===== config.mk =====
export PLATFORM = sky130hd
export DESIGN_NAME = key_state_tracker
export DESIGN_NICKNAME = d
export VERILOG_FILES = /design/src/rtl/kbd_pkg.sv /design/src/rtl/kbd_prefix_fsm.sv /design/src/rtl/key_state_tracker.sv
export SDC_FILE = /design/constraint.sdc
export NUM_CORES = 1
export LEC_CHECK = 0
export ABC_AREA = 1
export BUFFER_PORTS_ARGS = -buffer_cell sky130_fd_sc_hd__buf_4
export CAP_MARGIN = 20
export CORE_UTILIZATION = 45
export CTS_CLUSTER_SIZE = 30
export DETAILED_ROUTE_END_ITERATION = 10
export HOLD_SLACK_MARGIN = 0.02
export PLACE_DENSITY = 0.7
export REMOVE_ABC_BUFFERS = 1
export SLEW_MARGIN = 20
export SYNTH_ARGS = -nofsm -noshare
export SYNTH_HDL_FRONTEND = slang
export SYNTH_SLANG_ARGS = --single-unit
export TNS_END_PERCENT = 10

===== constraint.sdc =====
create_clock -name i_Clock -period 0.8 [get_ports i_Clock]
set_input_delay 0.08 -clock i_Clock [delete_from_list [all_inputs] [get_ports i_Clock]]
set_output_delay 0.08 -clock i_Clock [all_outputs]
set_load 0.02 [all_outputs]

===== src/rtl/kbd_pkg.sv =====
// Shared types and constants for the PS/2 key state tracker.
package kbd_pkg;

  typedef logic [1:0] kbd_state_t;

  localparam kbd_state_t ST_IDLE    = 2'd0;
  localparam kbd_state_t ST_EXT     = 2'd1;
  localparam kbd_state_t ST_BRK     = 2'd2;
  localparam kbd_state_t ST_EXT_BRK = 2'd3;

  localparam logic [7:0] PS2_BREAK  = 8'hF0;
  localparam logic [7:0] PS2_EXTEND = 8'hE0;

  typedef struct packed {
    logic       valid;
    logic       is_break;
    logic       ext;
    logic [7:0] code;
  } kbd_event_t;

endpackage


===== src/rtl/kbd_prefix_fsm.sv =====
// PS/2 prefix decoder: folds E0/F0 prefixes into a single decoded make/break
// event, presented combinationally in the same cycle as the final byte strobe.
module kbd_prefix_fsm
  import kbd_pkg::*;
(
  input  logic       i_Clock,
  input  logic       i_Reset_n,
  input  logic [7:0] i_Data,
  input  logic       i_Strobe,
  output kbd_event_t o_Event
);

  kbd_state_t r_state;
  kbd_state_t w_next;
  kbd_event_t w_event;
  logic       w_is_ext;
  logic       w_is_brk;

  assign w_is_ext = (i_Data == PS2_EXTEND);
  assign w_is_brk = (i_Data == PS2_BREAK);

  always_comb begin
    w_next         = r_state;
    w_event        = '0;
    w_event.code   = i_Data;
    if (i_Strobe) begin
      case (r_state)
        ST_IDLE: begin
          if (w_is_ext)      w_next = ST_EXT;
          else if (w_is_brk) w_next = ST_BRK;
          else               w_event.valid = 1'b1;
        end
        ST_EXT: begin
          if (w_is_brk)      w_next = ST_EXT_BRK;
          else if (w_is_ext) w_next = ST_EXT;
          else begin
            w_event.valid = 1'b1;
            w_event.ext   = 1'b1;
            w_next        = ST_IDLE;
          end
        end
        ST_BRK: begin
          if (w_is_brk)      w_next = ST_BRK;
          else if (w_is_ext) w_next = ST_EXT;
          else begin
            w_event.valid    = 1'b1;
            w_event.is_break = 1'b1;
            w_next           = ST_IDLE;
          end
        end
        default: begin
          // A prefix after E0 F0 is malformed; resynchronise as a fresh extended code.
          if (w_is_ext || w_is_brk) w_next = ST_EXT;
          else begin
            w_event.valid    = 1'b1;
            w_event.is_break = 1'b1;
            w_event.ext      = 1'b1;
            w_next           = ST_IDLE;
          end
        end
      endcase
    end
  end

  always_ff @(posedge i_Clock or negedge i_Reset_n) begin
    if (!i_Reset_n) r_state <= ST_IDLE;
    else            r_state <= w_next;
  end

  assign o_Event = w_event;

endmodule


===== src/rtl/key_state_tracker.sv =====
// Multi-key PS/2 make/break tracker with held level, press and release pulses.
// Optional stuck-key forced release is enabled by defining KEY_STUCK_TIMEOUT_EN.
module key_state_tracker
  import kbd_pkg::*;
#(
  parameter int unsigned                NUM_KEYS       = 4,
  parameter logic [NUM_KEYS*8-1:0]      KEY_CODES      = 32'h75_20_64_61,
  parameter logic [NUM_KEYS-1:0]        EXT_MASK       = 4'b1000,
  parameter int unsigned                TIMEOUT_CYCLES = 50_000_000
) (
  input  logic                i_Clock,
  input  logic                i_Reset_n,
  input  logic [7:0]          i_Data,
  input  logic                rx_done_tick,
  output logic [NUM_KEYS-1:0] o_Held,
  output logic [NUM_KEYS-1:0] o_Press,
  output logic [NUM_KEYS-1:0] o_Release,
  output logic                o_Any_Held,
  output logic                o_Unmapped
);

  if (NUM_KEYS < 1 || NUM_KEYS > 16 || TIMEOUT_CYCLES == 0) begin : g_param_check
    $error("key_state_tracker: NUM_KEYS must be 1..16 and TIMEOUT_CYCLES nonzero");
  end

  logic [1:0]          r_rst_sync;
  logic                w_rst_n;
  kbd_event_t          w_event;
  logic [NUM_KEYS-1:0] w_match;
  logic [NUM_KEYS-1:0] w_held;
  logic [NUM_KEYS-1:0] w_press;
  logic [NUM_KEYS-1:0] w_release;
  logic                w_any_held;
  logic                w_timeout;
  logic                r_unmapped;

  // Asynchronous assert, release synchronised to i_Clock.
  always_ff @(posedge i_Clock or negedge i_Reset_n) begin
    if (!i_Reset_n) r_rst_sync <= '0;
    else            r_rst_sync <= {r_rst_sync[0], 1'b1};
  end
  assign w_rst_n = r_rst_sync[1];

  kbd_prefix_fsm u_prefix_fsm (
    .i_Clock   (i_Clock),
    .i_Reset_n (w_rst_n),
    .i_Data    (i_Data),
    .i_Strobe  (rx_done_tick),
    .o_Event   (w_event)
  );

  for (genvar k = 0; k < NUM_KEYS; k++) begin : g_key
    logic r_held;
    logic r_press;
    logic r_release;

    assign w_match[k] = w_event.valid
                     && (w_event.code == KEY_CODES[8*k +: 8])
                     && (w_event.ext  == EXT_MASK[k]);

    always_ff @(posedge i_Clock or negedge w_rst_n) begin
      if (!w_rst_n) begin
        r_held    <= 1'b0;
        r_press   <= 1'b0;
        r_release <= 1'b0;
      end else if (w_timeout) begin
        r_held    <= 1'b0;
        r_press   <= 1'b0;
        r_release <= r_held;
      end else begin
        r_press   <= w_match[k] && !w_event.is_break && !r_held;
        r_release <= w_match[k] &&  w_event.is_break &&  r_held;
        if (w_match[k]) r_held <= !w_event.is_break;
      end
    end

    assign w_held[k]    = r_held;
    assign w_press[k]   = r_press;
    assign w_release[k] = r_release;
  end

  assign w_any_held = |w_held;

`ifdef KEY_STUCK_TIMEOUT_EN
  localparam int unsigned CW = (TIMEOUT_CYCLES > 1) ? $clog2(TIMEOUT_CYCLES) : 1;
  logic [CW-1:0] r_idle_cnt;

  // Any strobe proves the link is alive, so only strobe-free held time counts.
  assign w_timeout = !rx_done_tick && w_any_held
                  && (r_idle_cnt == CW'(TIMEOUT_CYCLES - 1));

  always_ff @(posedge i_Clock or negedge w_rst_n) begin
    if (!w_rst_n)                                      r_idle_cnt <= '0;
    else if (rx_done_tick || !w_any_held || w_timeout) r_idle_cnt <= '0;
    else                                               r_idle_cnt <= r_idle_cnt + 1'b1;
  end
`else
  assign w_timeout = 1'b0;
`endif

  always_ff @(posedge i_Clock or negedge w_rst_n) begin
    if (!w_rst_n) r_unmapped <= 1'b0;
    else          r_unmapped <= w_event.valid && !(|w_match);
  end

  assign o_Held     = w_held;
  assign o_Press    = w_press;
  assign o_Release  = w_release;
  assign o_Any_Held = w_any_held;
  assign o_Unmapped = r_unmapped;

endmodule


Word level (Yosys, flattened, before mapping)
Cells that the tools add are included.
{ "totals": {"ff_bits": 17, "inputBits": 11, "out_inout_bits": 14, "elab_cells": 81} }
{ "op_classes": {"n_eq_ne": 9, "muxes": 18, "n_bitwise": 1, "reduce_logical": 38} }
{ "ops": {"columns": ["operator", "n"], "rows": [
  ["1-bit logical AND", 25],
  ["8-bit by 7-bit == test with 1-bit output, second input constant", 3],
  ["8-bit == test, second input constant", 2],
  ["2-bit 2-to-1 mux", 6],
  ["8-bit by 6-bit == test with 1-bit output, second input constant", 1],
  ["4-bit OR reduction", 2],
  ["1-bit zero test", 6],
  ["1-bit 2-to-1 mux", 6],
  ["3-bit 2-to-1 mux", 2],
  ["2-bit case mux with 3 select lines", 1],
  ["1-bit case mux with 2 select lines", 2],
  ["2-bit OR reduction", 2],
  ["3-bit by 1-bit != test with 1-bit output, second input constant", 1],
  ["1-bit case mux with 3 select lines", 1],
  ["2-bit by 1-bit == test with 1-bit output, second input constant", 1],
  ["2-bit == test, second input constant", 1],
  ["2-bit zero test", 1],
  ["2-bit AND reduction", 1],
  ["1-bit logical OR", 1],
  ["1-bit NOT", 1]
]} }

Logic depth before layout (Yosys ltp)
{ "logic_depth": {"ltp_word": 10, "ltp_mapped": 9} }

By module
From an unflattened synthesis, not the netlist that was laid out.
{ "hier_totals": {"cells_unflattened": 127, "area_unflattened_um2": 1036.0} }
{ "modules_own_cells": {"columns": ["mod", "n_inst", "cells_each", "area_each_um2", "seq_area_each_um2"], "rows": [
  ["key_state_tracker", 1, 92, 813.3, 375.4],
  ["kbd_prefix_fsm", 1, 35, 222.7, 50.0]
]} }

Least setup slack after synthesis
OpenSTA, ideal clock, no wires.
{ "synth_path": {"path_kind": "reg-to-reg", "startpoint": "register u_prefix_fsm.r_state[0]", "endpoint": "register g_key[2].r_held", "arrival_ps": 882, "required_time_ps": 683, "path_slack_ps": -198, "stages_incl_launch_ff": 7, "n_path_buf": 0, "period_less_slack_ps": 998, "cell_sequence": "dfrtp_1 > inv_1 > nand3_1 > nor2_1 > nand2_1 > nand2_1 > nand2_1"} }
{ "synth_via": {"elab_chain_cells": 6} }
{ "synth_rtl": {"columns": ["item", "line_no", "text"], "rows": [
  ["start, declared", "kbd_prefix_fsm.sv:13", "kbd_state_t r_state;"],
  ["start signal, assigned", "kbd_prefix_fsm.sv:67", "else r_state <= w_next;"],
  ["2-bit == test / 2-bit zero test (equally long branches)", "kbd_prefix_fsm.sv:27", "case (r_state)"],
  ["2-bit OR reduction (no line)", null, null],
  ["1-bit case mux with 2 select lines", "kbd_prefix_fsm.sv:27", null],
  ["3-bit 2-to-1 mux (*)", "kbd_prefix_fsm.sv:26", "if (i_Strobe) begin"],
  ["1-bit NOT", "key_state_tracker.sv:59", "&& (w_event.ext == EXT_MASK[k]);"],
  ["1-bit logical AND", "key_state_tracker.sv:59", null],
  ["end signal, assigned", "key_state_tracker.sv:73", "if (w_match[k]) r_held <= !w_event.is_break;"],
  ["end, declared", "key_state_tracker.sv:53", "logic r_held;"]
]} }
Mark *: on every way between the ends. The rest lies on a longest branch, timed or not.
A chain may end at the register's enable or synchronous reset.

Worst setup path in the final report
{ "layout_path": {"startpoint": "register g_key[2].r_held", "endpoint": "output o_Any_Held"} }
{ "layout_via": {"elab_chain_cells": 1} }
{ "layout_rtl": {"columns": ["item", "line_no", "text"], "rows": [
  ["4-bit OR reduction", "key_state_tracker.sv:82", "assign w_any_held = |w_held;"],
  ["end, declared", "key_state_tracker.sv:18", "output logic o_Any_Held,"]
]} }
Every way passes these cells.

==> metrics <==
largest area contributor in the netlist dfrtp_1; io pins 25; LEAKAGE 0.714 nW; Max Root-Sink Buffers 2; final number of setup-violating endpoints 29; Area Growth Syn to Fin 39.7%; via/cell ratio 4.58; Remaining Overflow, GRT 0; final hold viol count 0; failing checks negative setup slack; crit path DAT 1.05 ns; Max FO, Critical Path 2; reg-to-reg startpoint u_prefix_fsm.r_state[0]; WP data required 0.72 ns; cell row count 16; fmax 0.888 GHz; htree depth 1; critical path class reg -> out; sequential area share after synthesis 44.8%; MaxCap Viol Count 0; share of cells above drive strength 1 39.5%; crit end category output port; Synth Cell Area 950 µm²; DRC 0; Slew Limit Fails 0; Final period util 141%; post-synthesis cell type count 15; Max stage delay on crit path 0.40 ns; pwr dens 1280 nW/µm²; worst r2r dst g_key[2].r_held; most common cell after layout, fill and taps aside nand2_1; # port buffers 24; vias in the first global route 817; status finished, violations left; Worst setup SP type register; Final Skew 0.00586 ns; Syn Area/Cell 7.25 µm²; vias 865; total power draw 1.69 mW; first-pass GRT wire length 3200 µm; Post-Route WL 1900 µm; Post-Layout Inst Area 1330 µm²; DIE AREA 2300 µm²; CP Cell Sequence inv_1, nand4_1, buf_6; Final GP Congestion 0.844; Initial Utilization 47.9%; setup ws final -0.326 ns; setup TNS -4.52 ns; DP Area 1180 µm²; most frequent cells in the layout nand2_1, buf_4, nor2_1; worst reg-to-reg path cell count 6; TritonCTS buffer count 3; CTS tree built; crit path from g_key[2].r_held; wire length per cell 10.1 µm; Mapped Cells 131; all-layer global routing usage 20.1%; CTS root buffer clkbuf_4; largest cells by area after synthesis dfrtp_1, nand2_1, nor2_1, buf_4, nand3_1; die width 47.9 µm; antenna viol nets, final 0; worst skew pair latency 0.29 ns; synth warn 0; initial DRC count 16; CP max-delay cell dfrtp_1; Reg clk slew, reported paths 0.10 ns; Clock Sinks 17; Initial DRT Pass Iterations 4; Synth Register Bits 17; die height 47.9 µm; minimum clock period 1.13 ns; worst reg2reg setup slack -0.23 ns; RSZ-0062 raised after global routing true; Max IR drop VDD 726 µV; Final Net Count 174; n_diodes 0; top cell type's share of synthesized area 44.8%; largest net degree at the start of global routing 16; initial antenna violation count 0; core area 1980 µm²; filler cell count in the final layout 156; DP Wirelength 1470 µm; Hold Crit Class in -> async
-- worst max-delay path: cells and delay by family, from the launching register on --
| family | cells | cell delay, ns |
|---|---|---|
| simple gates | 1 | 0.12 |
| buf+inv | 2 | 0.24 |
| flops | 1 | 0.40 |
-- worst max path at each step --
stage	end	slack [ns]	cells after the start
2_1_floorplan	g_key[2].r_held	-0.21	6
3_3_place_gp	g_key[2].r_held	-0.27	6
3_5_place_dp	g_key[2].r_held	-0.32	9
4_1_cts	o_Any_Held	-0.31	3
5_1_grt	o_Any_Held	-0.38	3
6_report	o_Any_Held	-0.33	3
-- flip-flops by register name (all words and copies together) (netlist names) --
name,count
g_key.r_held,4
g_key.r_press,4
g_key.r_release,4
r_rst_sync,2
u_prefix_fsm.r_state,2
o_Unmapped,1
-- cell usage after synthesis --
| cell type | count |
|---|---|
| a21oi_1 | 2 |
| a22o_1 | 1 |
| buf_4 | 12 |
| buf_6 | 1 |
| conb_1 | 1 |
| dfrtp_1 | 17 |
| inv_1 | 16 |
| inv_2 | 3 |
| nand2_1 | 33 |
| nand2_2 | 3 |
| nand3_1 | 12 |
| nand4_1 | 2 |
| nor2_1 | 26 |
| nor2_4 | 1 |
| o21ai_0 | 1 |
-- layout make-up --
cell class	count	area [µm²]	area share [%]
sequential	17	425	32.1
multi-input combinational	82	393	29.6
timing repair buffer	40	375	28.3
clock buffer	3	22.5	1.70
inverter	19	71.3	5.38
tap	27	33.8	2.55
clock inverter	1	5.00	0.377
-- metal layers --
layer	up-vias	wire [µm]	part of all wire (%)	GRT usage (%)
met1	393	780	41	21.6
met2	26	1020	54	37.3
met3	3	70	3.7	3.77
li1	443	-	-	-
met4	0	29	1.5	9.44
met5	-	0	0	0
-- cells by family (layout without fill, tap and decap cells) --
family          Yosys count  in the layout  share of synthesized area [%]
flops                    17             17                           44.8
compound gates            4              4                           2.50
buf+inv                  32             63                           18.2
simple gates             77             77                           34.1
other cells               1              1                          0.395
-- stage by stage --
| stage | setup WS [ns] | std cells | util [%] | hold WS (ns) |
|---|---|---|---|---|
| floorplan | -0.211 | 118 | - | -0.216 |
| global route | -0.378 | 189 | 66.9 | 0.0909 |
| CTS | -0.314 | 189 | 65.8 | 0.0842 |
| global placement | -0.266 | 183 | 59.5 | -0.138 |
| detailed placement | -0.315 | 183 | 59.5 | -0.137 |
| finish | -0.326 | 189 | 66.9 | 0.0887 |
-- where the power goes --
group	leakage, nW	total (mW)	internal [mW]	switching, mW
clock network	0.0177	0.458	0.186	0.271
registers	0.228	0.891	0.880	0.0115
logic	0.468	0.343	0.163	0.180
-- what timing repair did --
item | 4_1_cts | 5_1_grt
buffers inserted | 1 | 0
setup endpoints to repair | 29 | 29
pin swaps | 4 | 2
hold buffers | 1 | 0
resized for setup | 26 | 6
hold endpoints to repair | 2 | 0
(Power assumes the default switching activity.)
